$ cat config.mk
export PLATFORM = sky130hd
export DESIGN_NAME = iexu_multicycle_flat
export DESIGN_NICKNAME = d
export VERILOG_FILES = /design/src/rtl/iexu_multicycle_pkg.sv /design/src/rtl/iexu_multicycle_if.sv /design/src/rtl/iexu_serial_shifter.sv /design/src/rtl/iexu_multicycle.sv /design/src/flat_wrapper.sv
export SDC_FILE = /design/constraint.sdc
export NUM_CORES = 1
export LEC_CHECK = 0
export ABC_AREA = 1
export CAP_MARGIN = 20
export CELL_PAD_IN_SITES_DETAIL_PLACEMENT = 1
export CELL_PAD_IN_SITES_GLOBAL_PLACEMENT = 2
export CORE_MARGIN = 10
export CORE_UTILIZATION = 27
export DETAILED_ROUTE_END_ITERATION = 7
export PLACE_DENSITY_LB_ADDON = 0.1
export SLEW_MARGIN = 20
export SYNTH_ARGS = -nofsm -noshare
export SYNTH_HDL_FRONTEND = slang
export SYNTH_SLANG_ARGS = --single-unit
export TNS_END_PERCENT = 50
$ cat constraint.sdc
create_clock -name clk -period 2.36 [get_ports clk]
set_clock_uncertainty 0.2 [all_clocks]
set_input_delay 0.472 -clock clk [delete_from_list [all_inputs] [get_ports clk]]
set_output_delay 0.472 -clock clk [all_outputs]
set_load 0.01 [all_outputs]
$ cat src/rtl/iexu_multicycle_pkg.sv
// Shared constants for the multi-cycle integer execution unit.
// Build option IEXU_FAST_SHIFT_EN selects the single-cycle barrel shifter.
`ifndef DATA_SIZE
`define DATA_SIZE 32
`endif
`ifndef REGFILE_LOGSIZE
`define REGFILE_LOGSIZE 5
`endif

package iexu_multicycle_pkg;

   typedef enum logic [2:0] {
      IEXU_ADD = 3'd0,
      IEXU_SUB = 3'd1,
      IEXU_AND = 3'd2,
      IEXU_OR  = 3'd3,
      IEXU_XOR = 3'd4,
      IEXU_SLL = 3'd5,
      IEXU_SRL = 3'd6,
      IEXU_SRA = 3'd7
   } iexu_conf;

   typedef enum logic [1:0] {
      IDLE  = 2'd0,
      SHIFT = 2'd1,
      DONE  = 2'd2
   } iexu_state;

   localparam int SHAMT_W = 5;

   function automatic logic is_shift_op(iexu_conf c);
      return (c == IEXU_SLL) || (c == IEXU_SRL) || (c == IEXU_SRA);
   endfunction

endpackage

$ cat src/rtl/iexu_multicycle_if.sv
// Issue/writeback handshake bundle of the execution unit.
// slave = execution unit side, master = decode/writeback side.
interface iexu_multicycle_if #(
   parameter int DW = `DATA_SIZE,
   parameter int RW = `REGFILE_LOGSIZE
);
   import iexu_multicycle_pkg::*;

   logic          in_valid;
   logic          in_ready;
   iexu_conf      in_conf;
   logic [DW-1:0] in_a;
   logic [DW-1:0] in_b;
   logic [RW-1:0] in_rd;
   logic          out_valid;
   logic          out_ready;
   logic [DW-1:0] out_result;
   logic [RW-1:0] out_rd;

   modport master (
      output in_valid, in_conf, in_a, in_b, in_rd, out_ready,
      input  in_ready, out_valid, out_result, out_rd
   );

   modport slave (
      input  in_valid, in_conf, in_a, in_b, in_rd, out_ready,
      output in_ready, out_valid, out_result, out_rd
   );
endinterface

$ cat src/rtl/iexu_serial_shifter.sv
// One-bit-per-cycle shifter with working register and counter.
// With IEXU_FAST_SHIFT_EN it collapses to a combinational barrel shift.
module iexu_serial_shifter
   import iexu_multicycle_pkg::*;
#(
   parameter int DW = `DATA_SIZE
) (
   input  logic               clk,
   input  logic               rst,
   input  logic               i_kill,
   input  logic               i_load,
   input  iexu_conf           i_conf,
   input  logic [DW-1:0]      i_data,
   input  logic [SHAMT_W-1:0] i_shamt,
   output logic               o_busy,
   output logic               o_last,
   output logic [DW-1:0]      o_next
);

`ifdef IEXU_FAST_SHIFT_EN

   logic w_unused;
   assign w_unused = ^{clk, rst, i_kill, i_load};

   always_comb begin
      o_next = i_data >> i_shamt;
      if (i_conf == IEXU_SLL)
         o_next = i_data << i_shamt;
      else if (i_conf == IEXU_SRA)
         o_next = DW'($signed(i_data) >>> i_shamt);
   end

   assign o_busy = 1'b0;
   assign o_last = 1'b1;

`else

   logic [DW-1:0]      r_work;
   logic [SHAMT_W-1:0] r_cnt;
   logic               r_left;
   logic               r_arith;
   logic [DW-1:0]      w_step;

   // right shifts fill with the MSB only for the arithmetic variant
   assign w_step = r_left ? {r_work[DW-2:0], 1'b0}
                          : {r_arith & r_work[DW-1], r_work[DW-1:1]};

   always_ff @(posedge clk) begin
      if (rst) begin
         r_work  <= '0;
         r_cnt   <= '0;
         r_left  <= 1'b0;
         r_arith <= 1'b0;
      end else if (i_kill) begin
         r_cnt <= '0;
      end else if (i_load) begin
         r_work  <= i_data;
         r_cnt   <= i_shamt;
         r_left  <= (i_conf == IEXU_SLL);
         r_arith <= (i_conf == IEXU_SRA);
      end else if (r_cnt != '0) begin
         r_work <= w_step;
         r_cnt  <= r_cnt - 1'b1;
      end
   end

   assign o_busy = (r_cnt != '0);
   assign o_last = (r_cnt == SHAMT_W'(1));
   assign o_next = w_step;

`endif

endmodule

$ cat src/rtl/iexu_multicycle.sv
// Integer execution unit: 1-cycle ALU ops, iterative shifts, registered result.
// IEXU_FAST_SHIFT_EN makes shifts single-cycle as well.
module iexu_multicycle
   import iexu_multicycle_pkg::*;
#(
   parameter int DW = `DATA_SIZE,
   parameter int RW = `REGFILE_LOGSIZE
) (
   input  logic             clk,
   input  logic             rst,
   input  logic             flush,
   iexu_multicycle_if.slave bus
);

   iexu_state     r_state;
   iexu_state     w_state_nx;
   logic [DW-1:0] r_result;
   logic [RW-1:0] r_rd;
   logic [DW-1:0] w_alu;
   logic [DW-1:0] w_res;
   logic [DW-1:0] w_sh_next;
   logic          w_in_ready;
   logic          w_acc;
   logic          w_upd;
   logic          w_ld;
   logic          w_sh_busy;
   logic          w_sh_last;
   logic          w_unused;

   assign w_unused = w_sh_busy;

   assign w_in_ready = !rst && !flush &&
      ((r_state == IDLE) || ((r_state == DONE) && bus.out_ready));
   assign w_acc = bus.in_valid && w_in_ready;

   always_comb begin
      w_alu = '0;
      unique case (bus.in_conf)
         IEXU_ADD: w_alu = bus.in_a + bus.in_b;
         IEXU_SUB: w_alu = bus.in_a + ~bus.in_b + DW'(1);
         IEXU_AND: w_alu = bus.in_a & bus.in_b;
         IEXU_OR:  w_alu = bus.in_a | bus.in_b;
         IEXU_XOR: w_alu = bus.in_a ^ bus.in_b;
         default:  w_alu = '0;
      endcase
   end

   iexu_serial_shifter #(.DW(DW)) u_shifter (
      .clk     (clk),
      .rst     (rst),
      .i_kill  (flush),
      .i_load  (w_ld),
      .i_conf  (bus.in_conf),
      .i_data  (bus.in_a),
      .i_shamt (bus.in_b[SHAMT_W-1:0]),
      .o_busy  (w_sh_busy),
      .o_last  (w_sh_last),
      .o_next  (w_sh_next)
   );

   always_comb begin
      w_state_nx = r_state;
      w_upd      = 1'b0;
      w_ld       = 1'b0;
      w_res      = w_alu;
      unique case (r_state)
         IDLE, DONE: begin
            if (w_acc) begin
               if (!is_shift_op(bus.in_conf)) begin
                  w_state_nx = DONE;
                  w_upd      = 1'b1;
               end else begin
                  w_ld = 1'b1;
`ifdef IEXU_FAST_SHIFT_EN
                  w_state_nx = DONE;
                  w_upd      = 1'b1;
                  w_res      = w_sh_next;
`else
                  if (bus.in_b[SHAMT_W-1:0] == '0) begin
                     w_state_nx = DONE;
                     w_upd      = 1'b1;
                     w_res      = bus.in_a;
                  end else begin
                     w_state_nx = SHIFT;
                  end
`endif
               end
            end else if ((r_state == DONE) && bus.out_ready) begin
               w_state_nx = IDLE;
            end
         end
         SHIFT: begin
            if (w_sh_last) begin
               w_state_nx = DONE;
               w_upd      = 1'b1;
               w_res      = w_sh_next;
            end
         end
         default: w_state_nx = IDLE;
      endcase
   end

   // the tag is captured at accept; result only when the op completes
   always_ff @(posedge clk) begin
      if (rst) begin
         r_state  <= IDLE;
         r_result <= '0;
         r_rd     <= '0;
      end else begin
         r_state <= flush ? IDLE : w_state_nx;
         if (w_upd && !flush)
            r_result <= w_res;
         if (w_acc)
            r_rd <= bus.in_rd;
      end
   end

   assign bus.in_ready   = w_in_ready;
   assign bus.out_valid  = (r_state == DONE);
   assign bus.out_result = r_result;
   assign bus.out_rd     = r_rd;

endmodule
$ cat src/flat_wrapper.sv
// flat-port wrapper written by rule: the top's interface ports become plain ports
module iexu_multicycle_flat import iexu_multicycle_pkg::*;
#(
   parameter int DW = `DATA_SIZE,
   parameter int RW = `REGFILE_LOGSIZE
)
  (clk, rst, flush, bus_in_valid, bus_in_conf, bus_in_a, bus_in_b, bus_in_rd, bus_out_ready, bus_in_ready, bus_out_valid, bus_out_result, bus_out_rd);
  iexu_multicycle_if #(.DW(DW), .RW(RW)) bus_i ();
  input  logic clk;
  input  logic rst;
  input  logic flush;
  input wire logic [$bits(bus_i.in_valid)-1:0] bus_in_valid;
  input wire logic [$bits(bus_i.in_conf)-1:0] bus_in_conf;
  input wire logic [$bits(bus_i.in_a)-1:0] bus_in_a;
  input wire logic [$bits(bus_i.in_b)-1:0] bus_in_b;
  input wire logic [$bits(bus_i.in_rd)-1:0] bus_in_rd;
  input wire logic [$bits(bus_i.out_ready)-1:0] bus_out_ready;
  output wire logic [$bits(bus_i.in_ready)-1:0] bus_in_ready;
  output wire logic [$bits(bus_i.out_valid)-1:0] bus_out_valid;
  output wire logic [$bits(bus_i.out_result)-1:0] bus_out_result;
  output wire logic [$bits(bus_i.out_rd)-1:0] bus_out_rd;
  assign bus_i.in_valid = bus_in_valid;
  assign bus_i.in_conf = bus_in_conf;
  assign bus_i.in_a = bus_in_a;
  assign bus_i.in_b = bus_in_b;
  assign bus_i.in_rd = bus_in_rd;
  assign bus_i.out_ready = bus_out_ready;
  assign bus_in_ready = bus_i.in_ready;
  assign bus_out_valid = bus_i.out_valid;
  assign bus_out_result = bus_i.out_result;
  assign bus_out_rd = bus_i.out_rd;
  iexu_multicycle #(.DW(DW), .RW(RW)) u_core (.clk(clk), .rst(rst), .flush(flush), .bus(bus_i));
endmodule
# == Yosys cells after proc, flatten, opt, wreduce, memory -nomap -nowiden ==
# Cells that the tools add are included.
# totals
out_inout_bits,39
word_cells,74
regBits,78
inputBits,77
# classes
muxes,25
add_sub_neg,4
bitwise_logic,6
eq_ne,12
reduce_logical,20
# op_table
cell,count
$mux 32,7
$pmux 32 s5,1
$add 32x32->32,2
$pmux 32 s2,1
$add 32x1->32 const B,1
$and 32x32->32,1
$not 32->32,1
$or 32x32->32,1
$xor 32x32->32,1
$eq 3x3->1 const B,4
$mux 2,5
$mux 5,2
$mux 1,7
$eq 3x2->1 const B,2
$reduce_and 2->1,3
$eq 5x1->1 const B,1
$logic_and 1x1->1,5
$logic_not 5->1,1
$reduce_bool 5->1,1
$sub 5x1->5 const B,1
$pmux 2 s2,1
$reduce_or 2->1,2
$eq 3x1->1 const B,1
$logic_not 3->1,1
other kinds (11),14

# == Logic depth before layout (Yosys ltp) ==
# depth
word_depth,9
depth_mapped,17
depth_no_buf,16

# == Hierarchy ==
# From an unflattened synthesis, not the netlist that was laid out.
# hier_totals
hier_cells,1993
hier_area_um2,10867.9
# by_module_without_submodules
module,area_per_inst_um2,seq_area_each_um2,cells_per_inst,n_inst
iexu_multicycle,8246.7,780.7,1525,1
iexu_serial_shifter,2621.3,780.7,468,1

# == Least setup slack after synthesis ==
# Ideal clock, no wire load.
# synth_path
kind,input -> register
startpoint,input port bus_in_b[0]
endpoint,"register u_core.r_result[28], in the netlist u_core.bus.out_result[28]"
setup_slack_ps,51
stages,15
arrival_ps,1985
setup_time_ps,124
path_cell_list,ha_1 -> inv_1 -> fa_1 -> inv_1 -> nand3_1 -> nand3_1 -> nand3_1 -> nand3_1 -> nand2_1 -> nand2_1 -> nand2_1 -> nand3_1 -> nand3_1 -> nand2_1 -> a21oi_1
# synth_between
elab_chain_len,8
word_cells_on_any_way,16
cone_classes,add/sub (3); mux (10); bitwise (1); reduce/logical (2)
# synth_rtl
item,line,text
"start, declared",flat_wrapper.sv:15,input wire logic [$bits(bus_i.in_b)-1:0] bus_in_b;
$not 32->32,iexu_multicycle.sv:40,IEXU_SUB: w_alu = bus.in_a + ~bus.in_b + DW'(1);
$add 32x32->32,iexu_multicycle.sv:40,
$add 32x1->32,iexu_multicycle.sv:40,
$pmux 32 s5,iexu_multicycle.sv:38,unique case (bus.in_conf)
$mux 32,iexu_multicycle.sv:79,if (bus.in_b[SHAMT_W-1:0] == '0) begin
$mux 32,iexu_multicycle.sv:69,if (!is_shift_op(bus.in_conf)) begin
$mux 32,iexu_multicycle.sv:68,if (w_acc) begin
$pmux 32 s2,iexu_multicycle.sv:66,unique case (r_state)
"end signal, assigned",iexu_multicycle.sv:112,r_result <= w_res;
"end, declared",iexu_multicycle.sv:17,logic [DW-1:0] r_result;
# Several ways; a longest one is shown, not always the timed one.
# A chain may end at the register's enable or synchronous reset.

# == Worst setup path in the final report ==
# layout_path
startpoint,input port bus_in_b[10]
endpoint,"register u_core.r_result[11], in the netlist u_core.bus.out_result[11]"
# layout_between
elab_chain_len,8
word_cells_on_any_way,10
cone_classes,add/sub (3); mux (6); bitwise (1)
# layout_rtl
item,line
$not 32->32,iexu_multicycle.sv:40
$add 32x32->32,iexu_multicycle.sv:40
$add 32x1->32,iexu_multicycle.sv:40
$pmux 32 s5 (*),iexu_multicycle.sv:38
$mux 32,iexu_multicycle.sv:79
$mux 32,iexu_multicycle.sv:69
$mux 32,iexu_multicycle.sv:68
$pmux 32 s2 (*),iexu_multicycle.sv:66
# Mark *: on every way between the ends. The rest lies on a longest branch, timed or not.

==> results.cfg <==
[die]
die_w_um = 215
core_um2 = 37700
rows = 71
ios = 116
die_y_um = 215
initial_core_util_pct = 27.3
die-area_um2 = 46300

[sta]
final_hold_viol_count = 0
tightestPinTransition_ns = 0.754
finalSetupViolCount = 0
period_needed_ns = 2.36
holdWs_ns = 0.284
rsz0062_at_grt = true
finalCritPeriodShare_pct = 100
fmax_ghz = 0.424
timing.final.ws_setup_ns = 0.000997
relSlewSlack_pct = 49.8
fin_tns_setup_ns = 0
slew_violations = 0

[logic_synthesis]
syn_area_per_cell_um2 = 5.58
ys_warn_count = 0
synthCells = 1842
synth_cell_type_count = 44
yosysSeqAreaShare_pct = 15.2
netlist_area_um2 = 10300
synth_edf_count = 0
async_flop_share_pct = 0
syn_nets = 2025
yosys_register_bits = 78
synth-main-ff-cell = dfxtp_1

[setup_path]
crit_path_start = bus_in_b[10]
slowest_delay_ns = 0.27
reg2reg_depth = 11
cp_data_required_time_ns = 2.40
r2r_start = u_core.u_shifter.r_cnt[1]
cp_data_arrival_time_ns = 2.40
worst_setup_path_end_kind = flop
crit_chain = buf_2, inv_2, ha_4, buf_4, nor2_4, nand2_4, nor2_2, buf_4, nand2_1, nand3_4, a21oi_1, o21ai_1, nand3_2, nand2_1, a31oi_1
crit_type = in -> reg
crit_slowest_cell = ha_4
rr_endpoint = u_core.bus.out_result[25]
crit_end = u_core.bus.out_result[11]
worstSetupStartpointType = primary input
rrSetupSlack_ns = 0.23
path_max_fanout = 6

[drt]
drc = 0
vias = 14521
drt-total-wl_um = 60900
drt_iter0_drc = 732
final_antenna_net_count = 0
dr.pass1.iters = 5
via_per_inst = 5.01
routedWlPerCell_um = 21.0

[global_route]
grt_pass1_vias = 15142
grt_remaining_overflow = 0
track_usage_pct = 25.3
grt_pass1_wl_um = 91300
grt_max_degree = 68
antenna_found_initial = 0

[clock_tree]
clk_latency_ns = 0.36
clockBufferDepth = 2
clock_sinks = 78
cts_hold_buf = 0
path_clk_slew_ns = 0.06
cts-root-buf = clkbuf_16
htree_levels = 3
cts_made_buffers = 9
cts_tree = done

[pwr]
power_leakage_nw = 9.00
peakVddDrop_uv = 329
powerDensity_nw_per_um2 = 390
power_mw = 7.08

[placed_design]
post-place-ws_ns = -1.09
postPlaceCellArea_um2 = 15200
port_buffers = 115
gp_congestion = 0.968
dp.cells = 2830
dp_hpwl_um = 49800

[finish]
fin_area_um2 = 18100
layout.nets = 2566
n_antenna_cell = 0
drive_gt1_share_pct = 45.9
fin_util_pct = 48.1
fin_cells = 2899
areaGrowthSynthToFinish_pct = 76.3

[hold_path]
holdPathStages = 2
min_path_type = reg -> reg

[outcome]
outcome = finished clean

[run]
drv_cap = 0
==> cells by family after synthesis <==
group,count (synthesis),share of synthesized area [%]
AOI/OAI and AO/OA,373,20.9
xor gates and xnor gates,2,0.170
adders and majority gates,106,13.0
buffers and inverters,401,15.4
DFF,78,15.2
and+or+nand+nor,882,35.3
==> worst max-delay path: cells and delay by family <==
kind	cells	cell delay [ns]
adders and majority gates	1	0.27
buffers and inverters	4	0.46
AOI/OAI and AO/OA	3	0.30
and+or+nand+nor	7	0.88
==> worst min path at each step <==
| stage | start | endpoint | slack (ns) |
|---|---|---|---|
| after floorplan | u_core.u_shifter.r_work[30] | u_core.u_shifter.r_work[30] | 0.25 |
| after global placement | u_core.bus.out_rd[2] | u_core.bus.out_rd[2] | 0.26 |
| after detailed placement | u_core.bus.out_rd[2] | u_core.bus.out_rd[2] | 0.28 |
| after CTS | u_core.bus.out_rd[2] | u_core.bus.out_rd[2] | 0.29 |
| after global routing | u_core.bus.out_rd[2] | u_core.bus.out_rd[2] | 0.30 |
| final | u_core.bus.out_rd[2] | u_core.bus.out_rd[2] | 0.28 |
==> sequential cells by signal (all words and copies together) (netlist names) <==
register and cells:
u_core.u_shifter.r_arith 1, u_core.bus.out_result 32, u_core.u_shifter.r_left 1, u_core.u_shifter.r_work 32, u_core.u_shifter.r_cnt 5, u_core.r_state 2, u_core.bus.out_rd 5
==> synthesized netlist by cell type (2+ instances only) <==
master / n / area, µm²
nand2_1: 517 / 1940
inv_1: 313 / 1170
nor2_1: 186 / 698
nand3_1: 132 / 661
o21ai_0: 128 / 641
a21oi_1: 121 / 606
ha_1: 104 / 1300
dfxtp_1: 78 / 1560
clkbuf_1: 45 / 169
buf_2: 29 / 145
a211oi_1: 27 / 203
o22ai_1: 27 / 169
a221oi_1: 21 / 184
nand4_1: 17 / 106
a31oi_1: 15 / 93.8
nor3_1: 11 / 55.1
o21ai_1: 9 / 45.0
o21bai_1: 7 / 52.6
and2_1: 5 / 31.3
inv_2: 5 / 18.8
o2111ai_1: 5 / 43.8
o211ai_1: 5 / 37.5
buf_6: 4 / 45.0
nand2_4: 3 / 33.8
a221oi_2: 2 / 30.0
and3_1: 2 / 12.5
clkinv_1: 2 / 7.51
fa_1: 2 / 40.0
inv_4: 2 / 12.5
nor2_2: 2 / 12.5
nor2_4: 2 / 22.5
o221ai_1: 2 / 17.5
==> power breakdown <==
group / switching (mW) / internal (mW) / total [mW]
Sequential: 0.0967 / 1.46 / 1.56
Clock: 0.628 / 0.851 / 1.48
Combinational: 2.32 / 1.71 / 4.04
Total: 3.05 / 4.03 / 7.08
==> area by class of cell <==
cell class              instances  area, µm²
clock buffers                  13        250
repair buffers                609       5000
inverters                     322       1220
multi-input cells            1363       9410
fillers                      4927      19500
clock inverters                 3       43.8
flip-flops and latches         78       1560
well taps                     511        639
==> what timing repair did <==
action / in CTS / in global routing
setup buffers: 26 / 29
setup endpoints to repair: 33 / 60
resized for setup: 525 / 356
hold endpoints to repair: 0 / 0
pin swaps: 106 / 140
==> metal layers <==
layer	up-vias	routed length (µm)	GRT usage [%]
met4	0	3180	11.8
li1	7003	-	-
met5	-	0	0
met1	7146	25800	30.2
met2	270	30300	44.8
met3	102	1620	2.44
==> cell usage in the layout (no fill, tap or decap), drive strengths merged, types with 2 or more instances in the layout <==
cell,Yosys,layout
ha,104,104
a31oi,15,15
a221oi,23,23
o221ai,2,2
clkinv,2,4
clkdlybuf4s50,0,47
clkdlybuf4s15,0,11
a211oi,27,27
inv,320,319
clkbuf,45,43
nand3,132,132
o22ai,27,27
o211ai,5,5
nand4,17,17
dfxtp,78,78
dlygate4sd2,0,13
a21oi,121,121
nor4,2,2
o21bai,7,7
nand2,520,520
o21ai,137,137
dlymetal6s2s,0,4
buf,34,504
and3,2,2
and2,5,5
nor2,190,190
nor3,12,12
o2111ai,5,5
fa,2,2
Power figures use the tool's default switching activity.
